<file path="config.mk">
export PLATFORM = sky130hd
export DESIGN_NAME = shift_sequencer
export DESIGN_NICKNAME = d
export VERILOG_FILES = /design/src/rtl/shift_sequencer.sv
export SDC_FILE = /design/constraint.sdc
export NUM_CORES = 1
export LEC_CHECK = 0
export ABC_CLOCK_PERIOD_IN_PS = 4790
export BUFFER_PORTS_ARGS = -buffer_cell sky130_fd_sc_hd__clkbuf_2
export CORE_MARGIN = 2
export CORE_UTILIZATION = 50
export DETAILED_ROUTE_END_ITERATION = 7
export PLACE_DENSITY_LB_ADDON = 0.15
export SLEW_MARGIN = 15
export SYNTH_ARGS = -nofsm -noshare
export SYNTH_HDL_FRONTEND = slang
export SYNTH_SLANG_ARGS = --single-unit
</file>
<file path="constraint.sdc">
create_clock -name clk -period 4.79 [get_ports clk]
set_input_delay 0.2395 -clock clk [delete_from_list [all_inputs] [get_ports clk]]
set_output_delay 0.2395 -clock clk [all_outputs]
set_load 0.02 [all_outputs]
</file>
<file path="src/rtl/shift_sequencer.sv">
// shift_sequencer: splits one shift command (0..2^AMT_W-1 positions) into
// steps of at most MAX_STEP positions on a 4-bit arithmetic shifter.
// Latency: ceil(amt/MAX_STEP) SHIFT cycles after acceptance (amt=0 goes
// straight to DONE).
// Backpressure: cmd_ready only in IDLE; the result is held in DONE until
// res_ready.
// Optional macro SHSEQ_STICKY_OVF_EN: res_ovf is the OR of the overflow over
// all steps. When undefined, res_ovf is the overflow of the final step only.

// 4-bit shifter datapath. B = {fill, amount[1:0], dir}.
// X is the shifted word with the fill bit inserted on the vacated side.
// Y is the bits pushed out of the word:
//   - for a left shift they sit in the low end of Y;
//   - for a right shift they sit in the high end of Y.
module arithmetic_shifter (
   input  logic [3:0] a,
   input  logic [3:0] b,
   output logic [3:0] x,
   output logic [3:0] y
);
   logic [1:0] amt;
   logic       dir;
   logic       fill;
   logic [7:0] wide;
   logic [3:0] fmask;

   // Shift through an 8-bit window so the pushed-out bits fall into Y.
   always_comb begin
      amt   = b[2:1];
      dir   = b[0];
      fill  = b[3];
      wide  = 8'h00;
      fmask = 4'h0;
      x     = 4'h0;
      y     = 4'h0;
      if (!dir) begin
         wide  = {4'b0000, a} << amt;
         fmask = (4'b0001 << amt) - 4'b0001;
         x     = wide[3:0] | (fill ? fmask : 4'b0000);
         y     = wide[7:4];
      end else begin
         wide  = {a, 4'b0000} >> amt;
         fmask = ~(4'b1111 >> amt);
         x     = wide[7:4] | (fill ? fmask : 4'b0000);
         y     = wide[3:0];
      end
   end
endmodule

module shift_sequencer #(
   parameter int MAX_STEP = 3,
   parameter int AMT_W    = 4
) (
   input  logic             clk,
   input  logic             rst,
   input  logic             cmd_valid,
   output logic             cmd_ready,
   input  logic [3:0]       cmd_data,
   input  logic [AMT_W-1:0] cmd_amt,
   input  logic             cmd_dir,
   input  logic             cmd_fill,
   output logic             res_valid,
   input  logic             res_ready,
   output logic [3:0]       res_data,
   output logic [3:0]       res_ovf,
   output logic             busy
);
   typedef enum logic [1:0] {IDLE, SHIFT, DONE} state_t;

   state_t           state;
   logic [3:0]       work;
   logic [AMT_W-1:0] rem;
   logic             dir_q;
   logic             fill_q;
   logic [1:0]       step;
   logic [3:0]       sh_x;
   logic [3:0]       sh_y;
`ifdef SHSEQ_STICKY_OVF_EN
   logic [3:0]       ovf_acc;
`endif

   // Step size: the remaining amount, capped at MAX_STEP.
   // It is never 0 while in SHIFT.
   always_comb begin
      step = 2'd0;
      if (rem > AMT_W'(MAX_STEP))
         step = 2'(MAX_STEP);
      else
         step = rem[1:0];
   end

   arithmetic_shifter u_shifter (
      .a (work),
      .b ({fill_q, step, dir_q}),
      .x (sh_x),
      .y (sh_y)
   );

   // Control FSM with registered handshake and result outputs.
   always_ff @(posedge clk or posedge rst) begin
      if (rst) begin
         state     <= IDLE;
         work      <= 4'h0;
         rem       <= '0;
         dir_q     <= 1'b0;
         fill_q    <= 1'b0;
         cmd_ready <= 1'b1;
         res_valid <= 1'b0;
         res_data  <= 4'h0;
         res_ovf   <= 4'h0;
         busy      <= 1'b0;
`ifdef SHSEQ_STICKY_OVF_EN
         ovf_acc   <= 4'h0;
`endif
      end else begin
         case (state)
            IDLE: begin
               if (cmd_valid && cmd_ready) begin
                  work      <= cmd_data;
                  rem       <= cmd_amt;
                  dir_q     <= cmd_dir;
                  fill_q    <= cmd_fill;
                  cmd_ready <= 1'b0;
                  busy      <= 1'b1;
`ifdef SHSEQ_STICKY_OVF_EN
                  ovf_acc   <= 4'h0;
`endif
                  if (cmd_amt == '0) begin
                     state     <= DONE;
                     res_valid <= 1'b1;
                     res_data  <= cmd_data;
                     res_ovf   <= 4'h0;
                  end else begin
                     state <= SHIFT;
                  end
               end
            end
            SHIFT: begin
               work <= sh_x;
               rem  <= rem - AMT_W'(step);
`ifdef SHSEQ_STICKY_OVF_EN
               ovf_acc <= ovf_acc | sh_y;
`endif
               if (rem == AMT_W'(step)) begin
                  state     <= DONE;
                  res_valid <= 1'b1;
                  res_data  <= sh_x;
`ifdef SHSEQ_STICKY_OVF_EN
                  res_ovf   <= ovf_acc | sh_y;
`else
                  res_ovf   <= sh_y;
`endif
               end
            end
            DONE: begin
               if (res_ready) begin
                  state     <= IDLE;
                  res_valid <= 1'b0;
                  cmd_ready <= 1'b1;
                  busy      <= 1'b0;
               end
            end
            default: state <= IDLE;
         endcase
      end
   end
endmodule
</file>
# --- Word level (Yosys, flattened, before mapping) ---
# Cells that the tools add are included.
classes:
  n_addsub: 2
  magnitude_cmp: 1
  n_eq_ne: 7
  n_shift: 4
  n_mux: 32
  bitwise_logic: 3
  n_reduce_logical: 12
ops:
  columns: ["operator", "count"]
  rows:
  - ["two-way mux 4 bit", 12]
  - ["one-hot mux 4 bit (2 select lines)", 4]
  - ["two-way mux 2 bit", 5]
  - ["inequality test 2 bit, second input constant", 4]
  - ["bitwise OR 4 bit", 2]
  - ["left shift 4 x 2 -> 8 bit", 1]
  - [">> shifter 8 x 2 -> 8 bit", 1]
  - ["two-way mux 1 bit", 7]
  - ["one-hot mux 2 bit (3 select lines)", 1]
  - ["AND reduction 3 bit", 2]
  - ["AND reduction 5 bit", 1]
  - ["equality test 4 x 2 -> 1 bit", 1]
  - ["> comparator 4 x 2 -> 1 bit, second input constant", 1]
  - ["logical NOT 4 bit", 1]
  - ["inverter 4 bit", 1]
  - ["one-hot mux 1 bit (2 select lines)", 2]
  - ["AND reduction 2 bit", 2]
  - ["AND reduction 4 bit", 1]
  - ["nonzero test 2 bit", 2]
  - ["left shift 1 x 2 -> 4 bit, first input constant", 1]
  - [">> shifter 4 x 2 -> 4 bit, first input constant", 1]
  - ["subtractor 4 x 1 -> 4 bit, second input constant", 1]
  - ["subtractor 4 x 2 -> 4 bit", 1]
  - ["one-hot mux 1 bit (3 select lines)", 1]
  - ["5 further kinds", 5]
word_totals:
  regBits: 23
  in_bits: 14
  output_inout_bits: 11
  word_cells: 71

# --- Longest topological paths before layout ---
# Gate-level depths: netlist of the first run.
logic_depth:
  ltp_word: 9
  depth_mapped: 10
  ltp_nobuf: 7

# --- Cells and area by module ---
# From an unflattened synthesis of the first run, not the netlist that was laid out.
hier_totals:
  hier_cells: 135
  area_unflattened_um2: 1458.9
by_module_without_submodules:
  columns: ["module", "instances", "cells_each", "area_per_inst_um2", "seq_area_each_um2"]
  rows:
  - ["shift_sequencer", 1, 95, 1167.4, 576.8]
  - ["arithmetic_shifter", 1, 40, 291.5, 0.0]

# --- Worst setup path after synthesis of the first run ---
# Ideal clock, no wire load.
synth_path:
  kind: "register to register"
  from: "register rem[2]"
  to: "register res_ovf[0]"
  setup_time_ns: 0.104
  arrival_ns: 2.032
  required_time_ns: 4.686
  slack_ns: 2.654
  path_stages_with_launch: 10
  path_buffers: 3
  period_less_slack_ns: 2.136
  path_cell_list: "dfrtp_1 buf_4 or2_2 nand2b_1 ha_1 a21oi_1 or3_1 buf_2 buf_6 o41ai_2"
synth_via:
  elab_chain_len: 6
  elab_cells_between_ends: 10
  cone_classes: "1 x order compare; 2 x eq/ne; 2 x shift; 4 x mux; 1 x reduce/logical"
synth_lines:
  columns: ["element", "line", "source"]
  rows:
  - ["start: declaration", "72", "logic [AMT_W-1:0] rem;"]
  - ["start signal: assignment", "120", "rem <= cmd_amt;"]
  - ["start signal: assignment", "140", "rem <= rem - AMT_W'(step);"]
  - ["> comparator 4 x 2 -> 1 bit", "86", "if (rem > AMT_W'(MAX_STEP))"]
  - ["two-way mux 2 bit", "86", null]
  - ["left shift 4 x 2 -> 8 bit or >> shifter 8 x 2 -> 8 bit (tied branches)", "37, 42", null]
  - ["two-way mux 4 bit", "36", "if (!dir) begin"]
  - ["two-way mux 4 bit", "144", "if (rem == AMT_W'(step)) begin"]
  - ["one-hot mux 4 bit (2 select lines)", "116", "case (state)"]
  - ["end signal: assignment", "151", "res_ovf <= sh_y;"]
  - ["end: declaration", "65", "output logic [3:0] res_ovf,"]
# Several ways; a longest one is shown, not always the timed one. The select of a mux whose other input is x is not followed.
# A chain may end at the register's enable or synchronous reset.

# --- Final worst setup path of the first run ---
layout_path:
  from: "register rem[0]"
  to: "register res_ovf[2]"
# The elaborated chain is that of the path after synthesis.

==> impl_results.md, run 1 <==
* Clock root buffer: clkbuf_4
* Register share of total power at between 40% and 50%
* Top Metal Used: met4
* Warning count from the yosys run at 0
* Crit. Startpoint: rem[0]
* Worst r2r src: rem[0]
* Clock slew seen by the registers of the worst setup and hold paths at 130 ps
* Max Root-Sink Buffers at 2
* Fin cells at slightly above 200
* CP top delay family: simple AND/OR/NAND/NOR gates
* CP max stage delay at 820 ps
* CTS Buf Count at 3
* Arrival time of the worst setup path at 2690 ps
* Synthesized flop and latch total at 23
* Crit path buf inv count at 0
* Met3 wire len at roughly 150 um
* CTS H-tree lvls at 1
* Cell Pwr Density at 641 nW/um^2
* Placement Setup Slack at 2300 ps
* RSZ-0062 raised after global routing: no
* Post-Syn Area per Cell at approximately 9.3 sq um
* Row Count at 19
* Post-synth top flop: dfrtp_1
* Die ar. at around 3500 sq um
* Routed WL per cell at approximately 16 um
* Register area share after synthesis at between 30% and 40%
* Grt total ovfl at 0
* Routed wl met2 at ~1500 um
* 1st-pass router iterations at 4
* Yosys cell types at 45
* Core Box Area at ~2800 sq um
* Die width at roughly 59 um
* DP Wirelength at approximately 2400 um
* Asr flop ratio synth at 100%
* Final setup violation count at 0
* Layout Nets at around 190
* Post-CTS Hold Fix Bufs at 0
* Sw Share at 48.4%
* Met1 Wirelength at around 1600 um
* CTS tree: done
* Fmax at just over 400 MHz
* Internal Power at 0.534 mW
* Synth Cell Area at between 1500 and 2000 sq um
* Drt drc at 0
* Setup TNS at 0 ps
* Fin. max-slew vios at 0
* Largest net degree at the start of global routing at 24
* Worst Reg2Reg Path Length in Cells at 5
* Critical path's slowest cell: dfrtp_1
* Worst-Margin Slew at between 800 and 900 ps
* Clock Power Share at under 10%
* Worst Hold Class: in2async
* Post-synth EDFFs at 0
* Area Overhead vs Synth at 6.34%
* Crit-path cells: nand2b_1, ha_1, a21oi_1, or3_1, o41ai_1
* Skew-Pair Late Insertion Delay at ~330 ps
* Critical Path End Type: flip-flop
* Die H at around 59 um
* Worst setup SP type: flip-flop
* DR iter-0 viols at 50
* Antenna diodes at 0
* Outcome: complete, no violations
* Max_cap viols at 0
* Clock period minus worst slack at roughly 2500 ps
* GPL Wtd Cong at 0.848
* Share of layout cells above drive strength 1 at 27.3%
* Post-CTS Resized at 0
* Initial antenna violation count at 0
* Routed via count at 1279
* Worst-path fanout max at 21
* Period utilization at a little over 50%
* Placed cells at about 200
* NetSw at 0.501 mW
* Postcts setup bufs at 0
* Post-DRT Antenna Nets at 0
* Vias per cell at ~6
* Cell count after synthesis at roughly 160
* Final hold viol count at 0
* Number of I/O pins at 25
* Worst endpoint required time at between 5000 and 6000 ps
* Gr usage total at 21.8%
* Clk_skew at 6.43 ps
* Worst Setup Slack, final at roughly 2300 ps
* First-pass GRT wire length at roughly 5800 um
* Worst slew margin at 42.2%
* Leakage at between 0.7 and 0.8 nW
* Clock sinks at 23
* Port Buffers at 24
* Levels on crit path at 5
* Final core occ at ~57%
* Routed WL at 3360 um
* Worst Setup Path Type: reg2reg
* Vias in the first global route at ~1200
* Gate power share at between 40% and 50%
* Initial core utilization at a little over half
* Syn nets at roughly 180
* Worst vdd ir at just over 0.3 mV
## layout by cell type (no fill, tap or decap), types with 3 or more instances in the layout
master,n
mux2i_1,7
o211ai_1,3
clkbuf_2,24
mux2_2,10
o31ai_1,3
a21oi_1,12
a22o_1,5
nor2_1,10
o21ai_0,11
nor3_1,6
nor2b_1,3
nand2_1,18
a22oi_1,3
clkbuf_4,3
inv_1,4
dfrtp_1,22
## routing by layer
metal | track usage, % | vias up
met5 | 0 | -
met4 | 7.79 | 0
met3 | 2.40 | 7
met2 | 31.9 | 33
met1 | 33.0 | 617
li1 | - | 622
## synth_stat cells (4+ instances only)
library cell / instances / share of area (%)
inv_1: 4 / 0.99
a22o_1: 5 / 2.9
mux2_2: 10 / 7.4
nand2_1: 18 / 4.4
buf_2: 5 / 1.6
nor3_1: 6 / 2.0
mux2i_1: 7 / 4.6
a21oi_1: 12 / 4.0
dfrtp_1: 22 / 36
o21ai_0: 11 / 3.6
clkbuf_1: 7 / 1.7
nor2_1: 10 / 2.5
## flip-flops by register name (all words and copies together) (netlist names)
signal     cells
fill_q         1
state          2
res_valid      1
res_data       4
busy           1
work           4
cmd_ready      1
rem            4
res_ovf        4
dir_q          1
## worst paths after layout
kind,end,slack (ps)
min in group clk,dir_q,130
worst max register to register,res_ovf[2],2320
worst min-delay path,res_data[3],40
max in group asynchronous,state[0],4210
worst max-delay path,res_ovf[2],2320
worst min register to register,res_data[0],490
## cells by family after synthesis
| kind of cell | Yosys count | share of synthesized area (%) |
|---|---|---|
| flip-flops | 23 | 38.0 |
| AO/OA/AOI/OAI | 51 | 24.4 |
| AND/OR/NAND/NOR | 50 | 17.0 |
| adder cells (fa/ha/maj) | 1 | 0.824 |
| multiplexers | 18 | 12.8 |
| buffers and inverters | 21 | 7.08 |
## power by group through the flow
stage	clock [mW]	combinational (mW)	sequential (mW)
floorplan	0	0.487	0.349
global placement	0	0.490	0.429
detailed placement	0	0.501	0.438
CTS	0.0987	0.503	0.433
global route	0.105	0.557	0.456
finish	0.0949	0.503	0.437
## layout make-up
cell class / instances / area, sq um
clock buffers: 4 / 26.3
fillers: 267 / 1210
inverters: 5 / 18.8
multi-input cells: 120 / 835
flip-flops and latches: 23 / 577
well taps: 31 / 38.8
repair buffers: 24 / 120
## stage by stage
stage	total power, mW	hold slack [ps]	area (sq um)
global placement	0.918	449	1590
finish	1.03	43.7	1620
floorplan	0.836	241	1520
detailed placement	0.939	456	1590
CTS	1.03	95.7	1620
global route	1.12	131	1620
No activity file was read; power rests on OpenSTA's default activity.
==> run 2: changes to the inputs <==
- ABC_CLOCK_PERIOD_IN_PS: 4790 -> 2100
- clock period: 4.79 -> 2.1 ns (I/O delays scaled with it)
==> run 2 against run 1 <==
Combinational power rose to 2.9 times the previous value. Wire length up 3.8%. Die area unchanged. Sequential power grew 94%.
==> impl_results.md, run 2 (synthesis gave the netlist of run 1 again) <==
* Initial antenna violation count at 0
* Row Count at 19
* Worst endpoint required time at 2310 ps
* Most frequent cells in the layout: 24 x clkbuf_2, 22 x dfrtp_1, 18 x nand2_1
* Drt drc at 0
* Clock sinks at 23
* CTS H-tree lvls at 1
* Leakage at 0.784 nW
* CTS tree: done
* Worst Reg2Reg Path Length in Cells at 6
* Layout Nets at about 200
* Clock slew seen by the registers of the worst setup and hold paths at roughly 130 ps
* RSZ-0062 raised after global routing: no
* Clock period minus worst slack at 1960 ps
* CTS Buf Count at 3
* Reg area at just under 600 sq um
* Internal Power at between 1 and 1.5 mW
* Worst-path fanout max at 15
* Fin. max-slew vios at 0
* Final setup violation count at 0
* # fillers at 253
* Max Root-Sink Buffers at 2
* Commonest non-fill, non-tap cell in the layout: clkbuf_2
* Die width at slightly below 60 um
* Core Box Area at 2830 sq um
* Worst Hold Class: in2reg
* Period utilization at around 93%
* Die H at about 59 um
* Gr usage total at between 20% and 30%
* Outcome: complete, no violations
* Max_cap viols at 0
* Worst slew margin at a little over two fifths
* Clk_skew at approximately 2.0 ps
* Final hold viol count at 0
* Footprint of the multi-input gates at between 800 and 900 sq um
* Number of I/O pins at 25
* First-pass GRT wire length at approximately 6300 um
* Post-DRT Antenna Nets at 0
* Clock Power Share at 8.1%
* Sw Share at 46.3%
* Die ar. at between 3000 and 4000 sq um
* Gate power share at between 50% and 60%
* Skew-Pair Late Insertion Delay at around 310 ps
* Routed via count at between 1000 and 1500
* Setup TNS at 0 ps
* Port Buffers at 24
* Antenna diodes at 0
* Routed WL per cell at about 16 um
* Clock root buffer: clkbuf_4
* 1st-pass router iterations at 5
* Worst-Margin Slew at between 800 and 900 ps
* Largest net degree at the start of global routing at 24
* Pwr Total at approximately 2.5 mW
* GPL Wtd Cong at between 0.8 and 0.9
* Arrival time of the worst setup path at around 2200 ps
* Worst Setup Path Type: reg2reg
* Critical Path End Type: flip-flop
* DP Wirelength at 2550 um
* Routed WL at 3480 um
* Cell Pwr Density at between 1000 and 1500 nW/um^2
* Final core occ at between 60% and 70%
* Vias per cell at ~6
* Area Overhead vs Synth at 14.3%
* DR iter-0 viols at between 100 and 150
* Register share of total power at 33.5%
* Worst setup SP type: flip-flop
* Share of layout cells above drive strength 1 at between 30% and 40%
* NetSw at 1.17 mW
* Hold Path Depth at 2
* Initial core utilization at between 50% and 60%
* Fmax at just over 500 MHz
* Vias in the first global route at roughly 1300
* Grt total ovfl at 0
* Worst vdd ir at about 0.77 mV
==> run 2: cell count changes in the layout (fill, tap and decap cells not counted) <==
| cell | previous run | this run |
|---|---|---|
| buf_4 | 0 | 12 |
| dlygate4sd3_1 | 0 | 2 |
| clkbuf_1 | 1 | 0 |
| clkinv_2 | 0 | 1 |
| ha_1 | 1 | 0 |
| ha_2 | 0 | 1 |
| or2_2 | 1 | 0 |
| or2_4 | 0 | 1 |
| or3_1 | 1 | 0 |
| or3_4 | 1 | 2 |
==> run 2: power by group through the flow <==
stage	Combinational, mW	Sequential (mW)	Clock, mW
final	1.47	0.848	0.206
after floorplan	1.13	0.797	0
after global placement	1.43	0.836	0
after CTS	1.47	0.842	0.213
after global routing	1.63	0.878	0.234
after detailed placement	1.45	0.851	0
==> run 2: cell type report <==
type                       instances  share of cell area [%]
clock inverter                     1                   0.288
inverter                           5                    1.08
tap                               31                    2.23
timing repair buffer              38                    13.3
multi-input combinational        120                    48.6
sequential                        23                    33.2
clock buffer                       3                    1.30
==> run 2: critical path, stage by stage, from the launching register on <==
cell      delay [ps]
dfrtp_1          400
or2_4            260
nand2b_1         100
ha_2             210
a21oi_1           70
or3_4            490
o41ai_1          340
==> run 2: routing by layer <==
metal	track usage, %	part of all wire, %	vias to the layer above
met5	0	0	-
met3	2.18	3.4	4
li1	-	-	650
met1	34.0	49	639
met4	6.49	0.89	0
met2	36.5	47	34
==> run 2: per-stage QoR <==
step | instance area (sq um) | cells | hold WS [ps] | worst slack, ps
finish | 1740 | 221 | 22.8 | 145
global route | 1740 | 221 | 5.72 | 57.7
CTS | 1740 | 221 | 18.7 | 153
detailed placement | 1680 | 215 | 308 | 17.8
global placement | 1680 | 215 | 298 | 69.3
floorplan | 1540 | 164 | 106 | 11.2
==> run 2: repair_timing <==
item	CTS	global route
endpoints found under the setup margin	1	0
gates resized for setup	1	0
hold endpoints to repair	23	0
setup buffers	0	0
hold buffers	2	0
==> run 2: worst paths after layout <==
kind	from	end	slack, ps
worst max-delay path	rem[3]	res_ovf[2]	140
worst min register to register	res_ovf[0]	res_ovf[0]	510
min in group asynchronous	rst	res_data[0]	480
worst max register to register	rem[3]	res_ovf[2]	140
worst min-delay path	cmd_dir	dir_q	20
max in group asynchronous	rst	rem[1]	1090
